--- config.mk ---
export PLATFORM = sky130hd
export DESIGN_NAME = nf_compress_stage
export DESIGN_NICKNAME = d
export VERILOG_FILES = /design/src/rtl/nf_pkg.sv /design/src/rtl/nf_xor6.sv /design/src/rtl/nf_compress_stage.sv
export SDC_FILE = /design/constraint.sdc
export NUM_CORES = 1
export LEC_CHECK = 0
export BUFFER_PORTS_ARGS = -buffer_cell sky130_fd_sc_hd__buf_2
export CAP_MARGIN = 0
export CORE_UTILIZATION = 45
export CTS_CLUSTER_SIZE = 30
export DETAILED_ROUTE_END_ITERATION = 8
export GPL_ROUTABILITY_DRIVEN = 0
export PLACE_DENSITY_LB_ADDON = 0.15
export SLEW_MARGIN = 20
export SYNTH_ARGS = -nofsm -noshare
export SYNTH_HDL_FRONTEND = slang
export SYNTH_SLANG_ARGS = --single-unit
--- constraint.sdc ---
create_clock -name clk -period 2.55 [get_ports clk]
set_input_delay 0.1275 -clock clk [delete_from_list [all_inputs] [get_ports clk]]
set_output_delay 0.1275 -clock clk [all_outputs]
set_load 0.01 [all_outputs]
--- src/rtl/nf_pkg.sv ---
// Shared constants and bit-index helper for the NullFresh compression stage.
package nf_pkg;
    localparam int NF_NCOMP  = 18;
    localparam int NF_NSHARE = 3;
    localparam int NF_GROUP  = 6;

    // Flat bit position of component k of coordinate j in the comp_i bus.
    function automatic int nf_comp_idx(input int j, input int k);
        return j * NF_NCOMP + k;
    endfunction
endpackage

--- src/rtl/nf_xor6.sv ---
// Six-input XOR that folds one group of components into one share bit.
module nf_xor6
    import nf_pkg::*;
(
    input  logic [NF_GROUP-1:0] d_i,
    output logic                y_o
);
    assign y_o = ^d_i;
endmodule

--- src/rtl/nf_compress_stage.sv ---
// Glitch-barrier register, 6:1 XOR compression into three shares, output register.
module nf_compress_stage
    import nf_pkg::*;
#(
    parameter int NCOORD = 4,
    parameter int NCOMP  = NF_NCOMP
) (
    input  logic                    clk,
    input  logic                    rst_n,
    input  logic [NCOORD*NCOMP-1:0] comp_i,
    input  logic                    in_valid,
    output logic                    in_ready,
    input  logic                    clear,
    output logic [NCOORD-1:0]       share1_o,
    output logic [NCOORD-1:0]       share2_o,
    output logic [NCOORD-1:0]       share3_o,
    output logic                    out_valid,
    input  logic                    out_ready
);
    logic [NCOORD*NCOMP-1:0]              s1_data_q, s1_data_d;
    logic                                 s1_valid_q, s1_valid_d;
    logic [NF_NSHARE-1:0][NCOORD-1:0]     s2_share_q, s2_share_d;
    logic                                 s2_valid_q, s2_valid_d;
    logic [NF_NSHARE-1:0][NCOORD-1:0]     comp_share;
    logic                                 s1_adv, s2_adv, s1_load, s2_load;

    assign s2_adv   = !s2_valid_q || out_ready;
    assign s1_adv   = !s1_valid_q || s2_adv;
    assign in_ready = s1_adv;
    assign s1_load  = in_valid && s1_adv;
    assign s2_load  = s1_valid_q && s2_adv;

    // Compression reads only the S1 register, never comp_i directly.
    for (genvar j = 0; j < NCOORD; j++) begin : g_coord
        for (genvar s = 0; s < NF_NSHARE; s++) begin : g_share
            localparam int BASE = nf_comp_idx(j, s * NF_GROUP);
            nf_xor6 u_xor6 (
                .d_i (s1_data_q[BASE +: NF_GROUP]),
                .y_o (comp_share[s][j])
            );
        end
    end

    always_comb begin
        s1_data_d  = s1_load ? comp_i : s1_data_q;
        s1_valid_d = s1_load ? 1'b1 : (s2_load ? 1'b0 : s1_valid_q);
        s2_share_d = s2_load ? comp_share : s2_share_q;
        s2_valid_d = s2_load ? 1'b1 : (out_ready ? 1'b0 : s2_valid_q);
    end

    always_ff @(posedge clk or negedge rst_n) begin
        if (!rst_n) begin
            s1_data_q  <= '0;
            s1_valid_q <= 1'b0;
            s2_share_q <= '0;
            s2_valid_q <= 1'b0;
        end else if (clear) begin
            s1_data_q  <= '0;
            s1_valid_q <= 1'b0;
            s2_share_q <= '0;
            s2_valid_q <= 1'b0;
        end else begin
            s1_data_q  <= s1_data_d;
            s1_valid_q <= s1_valid_d;
            s2_share_q <= s2_share_d;
            s2_valid_q <= s2_valid_d;
        end
    end

    assign share1_o  = s2_share_q[0];
    assign share2_o  = s2_share_q[1];
    assign share3_o  = s2_share_q[2];
    assign out_valid = s2_valid_q;
endmodule

# After elaboration in Yosys (flattened, before gate mapping)
# Index checks and enable logic that the tools add are counted.
[op_classes]
n_mux = 10
n_reduce_logical = 22
[op_table]
columns = ["cell", "n"]
rows = [
  ["$mux 72", 2],
  ["$reduce_xor 6->1", 12],
  ["$mux 12", 2],
  ["$mux 1", 6],
  ["$reduce_bool 3->1", 2],
  ["$reduce_bool 2->1", 2],
  ["$logic_and 1x1->1", 2],
  ["$logic_not 1->1", 2],
  ["$logic_or 1x1->1", 2],
]
[totals]
register_bits = 86
out_inout_bits = 14

# Logic depth before layout (Yosys ltp)
# Gate-level depths: netlist (run 1).
[logic_depth]
ltp_word = 6
depth_mapped = 5

# Hierarchy
# A second synthesis (run 1) with hierarchy kept.
[unflattened]
cells_unflattened = 247
area_unflattened_um2 = 3756.1
[modules_own_cells]
columns = ["module", "instances", "cells_each", "area_per_inst_um2", "seq_area_each_um2"]
rows = [
  ["nf_compress_stage", 1, 199, 3080.5, 2152.1],
  ["nf_xor6", 12, 4, 56.3, 0.0],
]

# Worst setup path after synthesis (run 1)
# OpenSTA, ideal clock, no wires.
[synth_timing]
path_type = "register to register"
startpoint = "register s2_valid_q, in the netlist out_valid"
endpoint = "register s1_data_q[0]"
setup_ns = 0.065
arrival_time_ns = 1.255
t_required_ns = 2.485
path_slack_ns = 1.229
path_stages_with_launch = 6
n_path_buf = 2
period_less_slack_ns = 1.321
cell_sequence = "dfrtp_1 -> and3b_1 -> nor3b_1 -> buf_2 -> buf_2 -> a22o_1"
[synth_via]
elab_chain_cells = 5
[synth_rtl]
columns = ["item", "line_no", "rtl"]
rows = [
  ["start, declared", "nf_compress_stage.sv:23", "logic s2_valid_q, s2_valid_d;"],
  ["start signal, assigned", "nf_compress_stage.sv:66", "s2_valid_q <= s2_valid_d;"],
  ["$logic_not 1->1", "nf_compress_stage.sv:27", "assign s2_adv = !s2_valid_q || out_ready;"],
  ["$logic_or 1x1->1", "nf_compress_stage.sv:27", ""],
  ["$logic_or 1x1->1", "nf_compress_stage.sv:28", "assign s1_adv = !s1_valid_q || s2_adv;"],
  ["$logic_and 1x1->1", "nf_compress_stage.sv:30", "assign s1_load = in_valid && s1_adv;"],
  ["$reduce_bool 2->1 (no source line)", "--", ""],
  ["end signal, assigned", "nf_compress_stage.sv:63", "s1_data_q <= s1_data_d;"],
  ["end, declared", "nf_compress_stage.sv:20", "logic [NCOORD*NCOMP-1:0] s1_data_q, s1_data_d;"],
]
# Every way passes these cells.
# A chain may end at the register's enable or synchronous reset.

# Final worst setup path (run 1)
[layout_timing]
startpoint = "register s1_valid_q"
endpoint = "register s1_data_q[53]"
[layout_via]
elab_chain_cells = 4
[layout_rtl]
columns = ["item", "line_no", "rtl"]
rows = [
  ["start, declared", "nf_compress_stage.sv:21", "logic s1_valid_q, s1_valid_d;"],
  ["start signal, assigned", "nf_compress_stage.sv:64", "s1_valid_q <= s1_valid_d;"],
  ["$logic_not 1->1", "nf_compress_stage.sv:28", ""],
  ["$logic_or 1x1->1", "nf_compress_stage.sv:28", ""],
  ["$logic_and 1x1->1", "nf_compress_stage.sv:30", ""],
  ["$reduce_bool 2->1 (no source line)", "--", ""],
]
# Every way passes these cells.

==> impl_metrics.ini, run 1 <==
[sta]
slew_violations = 0
skew_ns = 0.00754
finalSetupViolations = 0
setup_tns_ns = 0
hold_viol = 0
worst_slew_pin_slew_ns = 1.00
period_needed_ns = 1.62
fmax_mhz = 617
rsz0062_at_grt = false
period_share_pct = 63.6
slew_headroom_pct = 33.3

[die]
row_count = 32
die_x_um = 92.1
ioPinCount = 91
die_height_um = 92.1
design.core.area_um2 = 7770
die_area_um2 = 8480
start_util_pct = 47.0

[clocking]
clk_pin_slew_ns = 0.08
cts_buffer_depth = 2
cts-root-buf = clkbuf_8
cts.sinks = 86
cts_tree = built
ctsHtreeMaxLevel = 3
worst_skew_pair.late_latency_ns = 0.34
post_cts_buffers = 0
cts_buffers = 9

[logic_synthesis]
ys_seq_area_share_pct = 58.9
async_flop_share_pct = 100
yosys_warnings = 0
netlist_top_cells_count = 86 x dfrtp_1, 84 x a22o_1, 22 x xor2_1
synth_area_um2 = 3650
synthTopCellsByArea = dfrtp_1 59%, a22o_1 20%, xnor3_1 7.4%, xor2_1 5.3%, xnor2_1 3.4%
yosysUniqueCellTypes = 16
synthCells = 247
synth.most_common_cell = dfrtp_1
yosysTopAreaCellShare_pct = 58.9
synth-seq-cells = 86
synth-edff-count = 0
avgSynthCellArea_um2 = 14.8
synth-main-ff-cell = dfrtp_1
synth_largest_area_cell = dfrtp_1
synth_nets = 324

[pwr]
vdd_drop_max_mv = 0.449
leakage_uw = 0.00254
p_per_area_nw_per_um2 = 618

[place]
io_buffers = 90
dp.cells = 427
hpwl_um = 4610

[global_routing]
grt_antenna_before_repair = 0
grt_pass1_vias = 2459
grt_first_pass_wirelength_um = 12300
grt-ovfl-total = 0
grtUsageTotal_pct = 19.0
grt_start_max_net_pins = 87

[setup_path]
path_delay_family = buffers and inverters
rr_worst_depth = 5
path_class = reg -> reg
critPathSlowestCell = buf_4
start_kind = flop
critical_path_cell_count = 5
cp_max_fo = 46
critical_path.cell_chain = and3b_1 > inv_1 > a21oi_4 > buf_4 > a22o_1
path_buf_inv = 2
arrival_ns = 1.90
end_kind = flop
r2r_slack_ns = 0.93
max_stage_delay_ns = 0.44
required_ns = 2.83

[drt]
initialDrtViolationCount = 108
avgRoutedWirePerCell_um = 15.6
vias = 2462
first_pass_iters = 4
drcViolationCount = 0
viasPerCell = 5.08
ant_nets = 0
wirelength_um = 7550

[layout]
finalNonFillerCells = 485
antenna_cells = 0
nets = 456
final_util_pct = 62.0
area_delta_synth_final_pct = 32.0
drive_gt1_share_pct = 29.5

[worst_hold_path]
holdPathStages = 2
hp-class = in -> reg

[run_status]
status = completed

[job]
drv_cap = 0
## flip-flops by register name, summed over array words and instances (netlist names)
| name | cells |
|---|---|
| s1_data_q | 72 |
| share1_o | 4 |
| share2_o | 4 |
| share3_o | 4 |
| out_valid | 1 |
| s1_valid_q | 1 |
## placed cells by master, fill, tap and decap left out
cell type      netlist  routed
a21oi_4              1       1
nor3b_2              0       2
buf_2                9      89
xor2_1              22      22
and3b_1              1       1
inv_1                1       1
a22o_1              84      84
xnor3_1             12      12
buf_6                0       1
buf_4                7       5
a21oi_1              1       1
nor2_1               4       4
clkinv_2             0       1
bufinv_16            0       1
nand2b_1             1       1
dfrtp_1             86      86
clkinvlp_4           0       1
clkbuf_8             0      12
nor2b_1              1       1
dlygate4sd3_1        0      43
xnor2_1             14      14
## report_power, final
| part | switching (uW) | internal (uW) |
|---|---|---|
| logic | 191 | 300 |
| clock network | 452 | 526 |
| registers | 61.8 | 1450 |
## layer usage
layer  vias to the layer above  GRT usage [%]  wire (um)
li1                       1182              -          -
met3                         2           6.05        328
met4                         0           3.91         30
met2                        70           28.4       3480
met5                         -              0          0
met1                      1208           27.5       3700
## cells by family after synthesis
kind of cell | after synthesis | synth area share [%]
DFF | 86 | 58.9
AOI/OAI and AO/OA | 86 | 20.7
and+or+nand+nor | 9 | 1.41
buffers and inverters | 18 | 2.88
xor gates and xnor gates | 48 | 16.0
## layout make-up
type                       count  area, um2
sequential                    86       2150
tap                          102        128
clock buffer                  12        165
inverter                       1       3.75
timing repair buffer         138        925
clock inverter                 3       42.5
fill                         634       2950
multi-input combinational    143       1400
## worst paths after layout
kind                                    startpoint                        end
max                         s1_valid_q$_DFFE_PN0P_  s1_data_q[53]$_DFFE_PN0P_
min                                     comp_i[63]  s1_data_q[63]$_DFFE_PN0P_
max reg2reg                 s1_valid_q$_DFFE_PN0P_  s1_data_q[53]$_DFFE_PN0P_
min reg2reg                share3_o[0]$_DFFE_PN0P_    share3_o[0]$_DFFE_PN0P_
max in group asynchronous                    rst_n  s1_data_q[27]$_DFFE_PN0P_
min in group asynchronous                    rst_n  s1_data_q[67]$_DFFE_PN0P_
## per-stage QoR
step           total power (uW)  hold WS, ns  setup WS [ns]  cell area (um2)
6_report                   2980       0.0156          0.929             4820
5_1_grt                    3130      0.00311          0.806             4820
4_1_cts                    3010    0.0000734          0.926             4750
3_5_place_dp               1980        0.354          0.957             4180
3_3_place_gp               1980        0.350           1.00             4180
2_1_floorplan              1820       -0.168           1.23             3650
## timing repair
item	4_1_cts	5_1_grt
hold endpoints to repair	36	92
hold buffers	36	7
resized for setup	0	0
(Power assumes the default switching activity.)
==> run 2: changes to the inputs <==
Settings changed: ABC_AREA from default to 1.
Clock period 2.55 ns to 1.6 ns, I/O delays scaled along.
==> run 2 against run 1 <==
  * Sequential share of layout area down 10 points
  * Clock skew increased by 0.00069 ns
  * First-iteration DRC count is 41% higher
  * Fmax rose by 20%
  * Final cell count rose by 86%
  * Synthesized area is 27% higher
==> impl_metrics.ini, run 2 <==
[global_routing]
met3_usage_pct = 5.35
grt_pass1_vias = 4119
use_met1_pct = 24.9
grt_first_pass_wirelength_um = 18000
grtUsageTotal_pct = 21.2
top_usage_layer = met2
grt_start_max_net_pins = 57
grt_antenna_before_repair = 0
grtUsageMet2_pct = 36.3
grt-ovfl-total = 0

[clocking]
postCtsHoldBufs = 75
worst_skew_pair.late_latency_ns = 0.37
ctsHtreeMaxLevel = 3
cts_buffers = 9
cts_resized = 0
cts-root-buf = clkbuf_8
cts_tree = built
cts_buffer_depth = 2
post_cts_buffers = 0
clk_pin_slew_ns = 0.08
cts.sinks = 86

[logic_synthesis]
synth_nets = 681
synthCells = 604
yosysUniqueCellTypes = 17
yosys_warnings = 0
synth_largest_area_cell = dfrtp_1
synth_area_um2 = 4650
ys_seq_area_share_pct = 46.3
synthTopCellsByArea = dfrtp_1 46%, nand2_1 15%, nand3_2 8.8%, inv_1 7.8%, nand3_1 6.1%
avgSynthCellArea_um2 = 7.69
netlist_top_cells_count = 188 x nand2_1, 97 x inv_1, 86 x dfrtp_1
synth.most_common_cell = nand2_1
synth-seq-cells = 86
async_flop_share_pct = 100
synth-edff-count = 0
synth-main-ff-cell = dfrtp_1
yosysTopAreaCellShare_pct = 46.3

[die]
row_count = 36
die_height_um = 104
die_x_um = 104
design.core.area_um2 = 9910
start_util_pct = 46.9
ioPinCount = 91
die_area_um2 = 10700

[layout]
fill_cells = 860
final_cell_mix = 188 x nand2_1, 97 x inv_1, 89 x buf_2, 86 x dfrtp_1, 75 x dlygate4sd3_1
fin_area_um2 = 6210
layout_commonest_cell = nand2_1
largest_reg_flops = 72
nets = 844
antenna_cells = 0
area_delta_synth_final_pct = 33.6
drive_gt1_share_pct = 20.9
top_register = s1_data_q

[drt]
wirelength_um = 10700
viasPerCell = 4.70
vias = 4252
initialDrtViolationCount = 152
first_pass_iters = 4
ant_nets = 0
drcViolationCount = 0
avgRoutedWirePerCell_um = 11.8

[sta]
finalSetupViolations = 0
fmax_mhz = 740
slew_violations = 0
timing.final.ws_setup_ns = 0.249
rsz0062_at_grt = false
worst_slew_pin_slew_ns = 0.398
hold_viol = 0
setup_tns_ns = 0
slew_headroom_pct = 73.4
skew_ns = 0.00823
period_share_pct = 84.4
period_needed_ns = 1.35

[setup_path]
startpoint = s1_valid_q$_DFFE_PN0P_
r2r_start = s1_valid_q$_DFFE_PN0P_
worstSetupEndpoint = s1_data_q[52]$_DFFE_PN0P_
cp_max_fo = 56
arrival_ns = 1.63
reg2reg_to = s1_data_q[52]$_DFFE_PN0P_
start_kind = flop
path_class = reg -> reg
cpMostUsedCell = nand2_4
r2r_slack_ns = 0.25
critical_path.cell_chain = nand3_2 > nand2_4 > nand2_4 > buf_12 > nand3_1 > o21ai_0
critPathSlowestCell = dfrtp_1
max_stage_delay_ns = 0.43
end_kind = flop
required_ns = 1.88
rr_worst_depth = 6

[place]
io_buffers = 90
hpwl_um = 7020
dp_slack_ns = 0.293
place_area_um2 = 5250

[pwr]
p_per_area_nw_per_um2 = 820
finalPower_uw = 5090
leakage_uw = 0.00336
vdd_drop_max_mv = 0.603

[run_status]
status = completed

[worst_hold_path]
hp-class = in -> reg

[job]
drv_cap = 0
==> run 2: final cells by class <==
class | count | area (um2) | area share [%]
sequential | 86 | 2150 | 34.7
multi-input combinational | 396 | 1990 | 32.0
timing repair buffer | 176 | 1320 | 21.3
inverter | 98 | 369 | 5.95
tap | 133 | 166 | 2.68
clock buffer | 12 | 165 | 2.66
clock inverter | 3 | 42.5 | 0.685
==> run 2: cell families (layout without fill, tap and decap cells) <==
| logic type | count (synthesis) | after routing | share of synthesized area (%) |
|---|---|---|---|
| AOI/OAI and AO/OA | 75 | 75 | 8.08 |
| xor gates and xnor gates | 12 | 12 | 2.26 |
| buffers and inverters | 122 | 289 | 11.0 |
| DFF | 86 | 86 | 46.3 |
| and+or+nand+nor | 309 | 309 | 32.3 |
==> run 2: critical path, delay by kind of cell, from the launching register on <==
| kind | cells | cell delay (ns) |
|---|---|---|
| flip-flops | 1 | 0.43 |
| AO/OA/AOI/OAI | 1 | 0.11 |
| AND/OR/NAND/NOR | 4 | 0.43 |
| buffers and inverters | 1 | 0.25 |
==> run 2: stage by stage <==
step           hold slack [ns]  util [%]  instances
2_1_floorplan           -0.216         -        604
3_3_place_gp            0.0334      53.0        814
3_5_place_dp            0.0331      53.0        814
4_1_cts                 0.0543      62.6        904
5_1_grt                 0.0835      62.6        904
6_report                0.0755      62.6        904
==> run 2: power by group <==
group | switching, uW | internal, uW | leakage (uW)
combinational | 565 | 478 | 0.00212
sequential | 113 | 2330 | 0.00113
clock | 766 | 838 | 0.000104
==> run 2: worst min path at each step <==
stage | from | end | cells past startpoint | slack, ns
finish | out_ready | out_valid$_DFFE_PN0P_ | 4 | 0.08
global route | out_ready | out_valid$_DFFE_PN0P_ | 4 | 0.08
CTS | out_ready | out_valid$_DFFE_PN0P_ | 4 | 0.05
detailed placement | rst_n | s1_data_q[10]$_DFFE_PN0P_ | 1 | 0.03
global placement | rst_n | s1_data_q[7]$_DFFE_PN0P_ | 1 | 0.03
floorplan | rst_n | out_valid$_DFFE_PN0P_ | 0 | -0.22
==> run 2: per-layer routing <==
metal / wire (um) / share of wire, %
met5: 0 / 0
met4: 306 / 2.9
met3: 421 / 3.9
met2: 5220 / 49
met1: 4710 / 44
==> run 3: changes to the inputs <==
Clock period 1.6 ns to 1.2 ns, I/O delays scaled along.
==> run 3 against run 2 <==
  * The run now ends with setup timing left
  * Total power increased by 41%
  * Worst hold slack improved by 0.041 ns
  * Via count increased by 4.0%
  * Non-clock buffer count increased by 15
  * Largest power group unchanged
  * Register-to-register slack got worse by 0.25 ns
  * Routed wire length increased by 16%
  * Sequential share of layout area decreased by 2.8 points
  * Critical path depth unchanged
==> impl_metrics.ini, run 3 (synthesis results as in run 2) <==
[clocking]
cts_buffer_depth = 2
cts_buffers = 9
cts.sinks = 86
cts_tree = built
clk_pin_slew_ns = 0.09
cts-root-buf = clkbuf_8
ctsHtreeMaxLevel = 3
worst_skew_pair.late_latency_ns = 0.36

[sta]
skew_ns = 0.0136
hold_viol = 0
timing.final.ws_setup_ns = -0.00417
finalSetupViolations = 4
worst_slew_pin_slew_ns = 0.474
slew_headroom_pct = 68.4
rsz0062_at_grt = true
fmax_mhz = 830
slew_violations = 0
period_needed_ns = 1.20
period_share_pct = 100

[drt]
ant_nets = 0
initialDrtViolationCount = 259
viasPerCell = 4.80
wirelength_um = 12400
avgRoutedWirePerCell_um = 13.5
vias = 4421
first_pass_iters = 5
drcViolationCount = 0

[setup_path]
arrival_ns = 1.45
cp_max_fo = 9
r2r_start = out_valid$_DFFE_PN0P_
startpoint = out_valid$_DFFE_PN0P_
path_class = reg -> reg
end_kind = flop
start_kind = flop
required_ns = 1.45

[layout]
final_cell_mix = 188 x nand2_1, 97 x inv_1, 88 x buf_2, 86 x dfrtp_1, 75 x dlygate4sd3_1
layout_commonest_cell = nand2_1
top_register = s1_data_q
area_delta_synth_final_pct = 45.2
largest_reg_flops = 72
fin_area_um2 = 6750
drive_gt1_share_pct = 26.3
antenna_cells = 0
nets = 860
final_util_pct = 68.1

[global_routing]
grt_antenna_before_repair = 0
met3_usage_pct = 3.78
use_met1_pct = 27.6
grt-ovfl-total = 0
grtUsageTotal_pct = 20.9
grtUsageMet2_pct = 34.3
grt_start_max_net_pins = 87
grt_pass1_vias = 4048
grt_first_pass_wirelength_um = 18300
top_usage_layer = met2

[die]
die_x_um = 104
design.core.area_um2 = 9910
ioPinCount = 91
die_area_um2 = 10700
die_height_um = 104
row_count = 36
start_util_pct = 46.9

[place]
hpwl_um = 6960
place_area_um2 = 5320
io_buffers = 90

[pwr]
leakage_uw = 0.00357
vdd_drop_max_mv = 0.787
finalPower_uw = 7180
p_per_area_nw_per_um2 = 1060

[worst_hold_path]
hp-class = in -> reg
hp-start = out_ready

[run_status]
status = finished, violations left
failed_checks = setup timing

[job]
drv_cap = 0
-- run 3: cell types whose count changed in the layout (fill, tap and decap cells not counted), moves of 3 or more --
cell       previous run  this run
buf_12                3         6
buf_6                 0         6
clkbuf_16             0         7
nand2_8               0         3
nand3_1              57        49
nand3_2              41        44
nand3_4               0         5
o21ai_0              30         0
o21ai_1              42        50
o21ai_2               0        22
-- run 3: layer usage --
| layer | routed length (um) | vias up |
|---|---|---|
| met2 | 5970 | 88 |
| met4 | 209 | 0 |
| met5 | 0 | - |
| li1 | - | 2246 |
| met1 | 5640 | 2069 |
| met3 | 571 | 18 |
-- run 3: final timing paths --
check	slack [ns]	cells past startpoint	end
max	-0.004	6	s1_data_q[66]$_DFFE_PN0P_
min reg2reg	0.48	2	share3_o[2]$_DFFE_PN0P_
min in group asynchronous	0.28	3	s1_data_q[1]$_DFFE_PN0P_
min	0.12	4	out_valid$_DFFE_PN0P_
max in group asynchronous	0.53	3	s1_data_q[55]$_DFFE_PN0P_
max reg2reg	-0.004	6	s1_data_q[66]$_DFFE_PN0P_
-- run 3: layout make-up --
type,instances,area (um2)
Inverter,98,369
Timing Repair Buffer,191,1650
Clock buffer,11,141
Tap cell,133,166
Sequential cell,86,2150
Multi-Input combinational cell,397,2180
Clock inverter,5,82.6
Fill cell,821,3160
-- run 3: power breakdown --
part / switching [uW] / leakage (uW) / internal, uW
combinational: 876 / 0.00234 / 768
clock: 1050 / 0.000102 / 1230
sequential: 152 / 0.00113 / 3100
total: 2080 / 0.00357 / 5100
-- run 3: critical path, cell delays in order (launching register included) --
cell and delay [ns]:
dfrtp_1 0.41, nand3_4 0.13, nand2_8 0.14, nand2_8 0.10, clkbuf_16 0.20, nand3_2 0.07
o21ai_1 0.07
-- run 3: metrics by stage --
stage	worst slack (ns)	setup TNS, ns	hold slack [ns]	instances
4_1_cts	-0.00393	-0.00550	0.0981	910
2_1_floorplan	-0.0475	-1.73	-0.236	604
6_report	-0.00417	-0.0107	0.117	921
5_1_grt	-0.0993	-2.38	0.116	921
3_3_place_gp	0.0551	0	0.141	818
3_5_place_dp	0.0175	0	0.141	818
-- run 3: timing repair --
item	CTS	global route
gates resized for setup	1	75
endpoints found under the hold margin	160	0
cloned	0	11
setup endpoints to repair	3	66
hold buffers	75	0
setup buffers	1	0
pin swaps	1	2
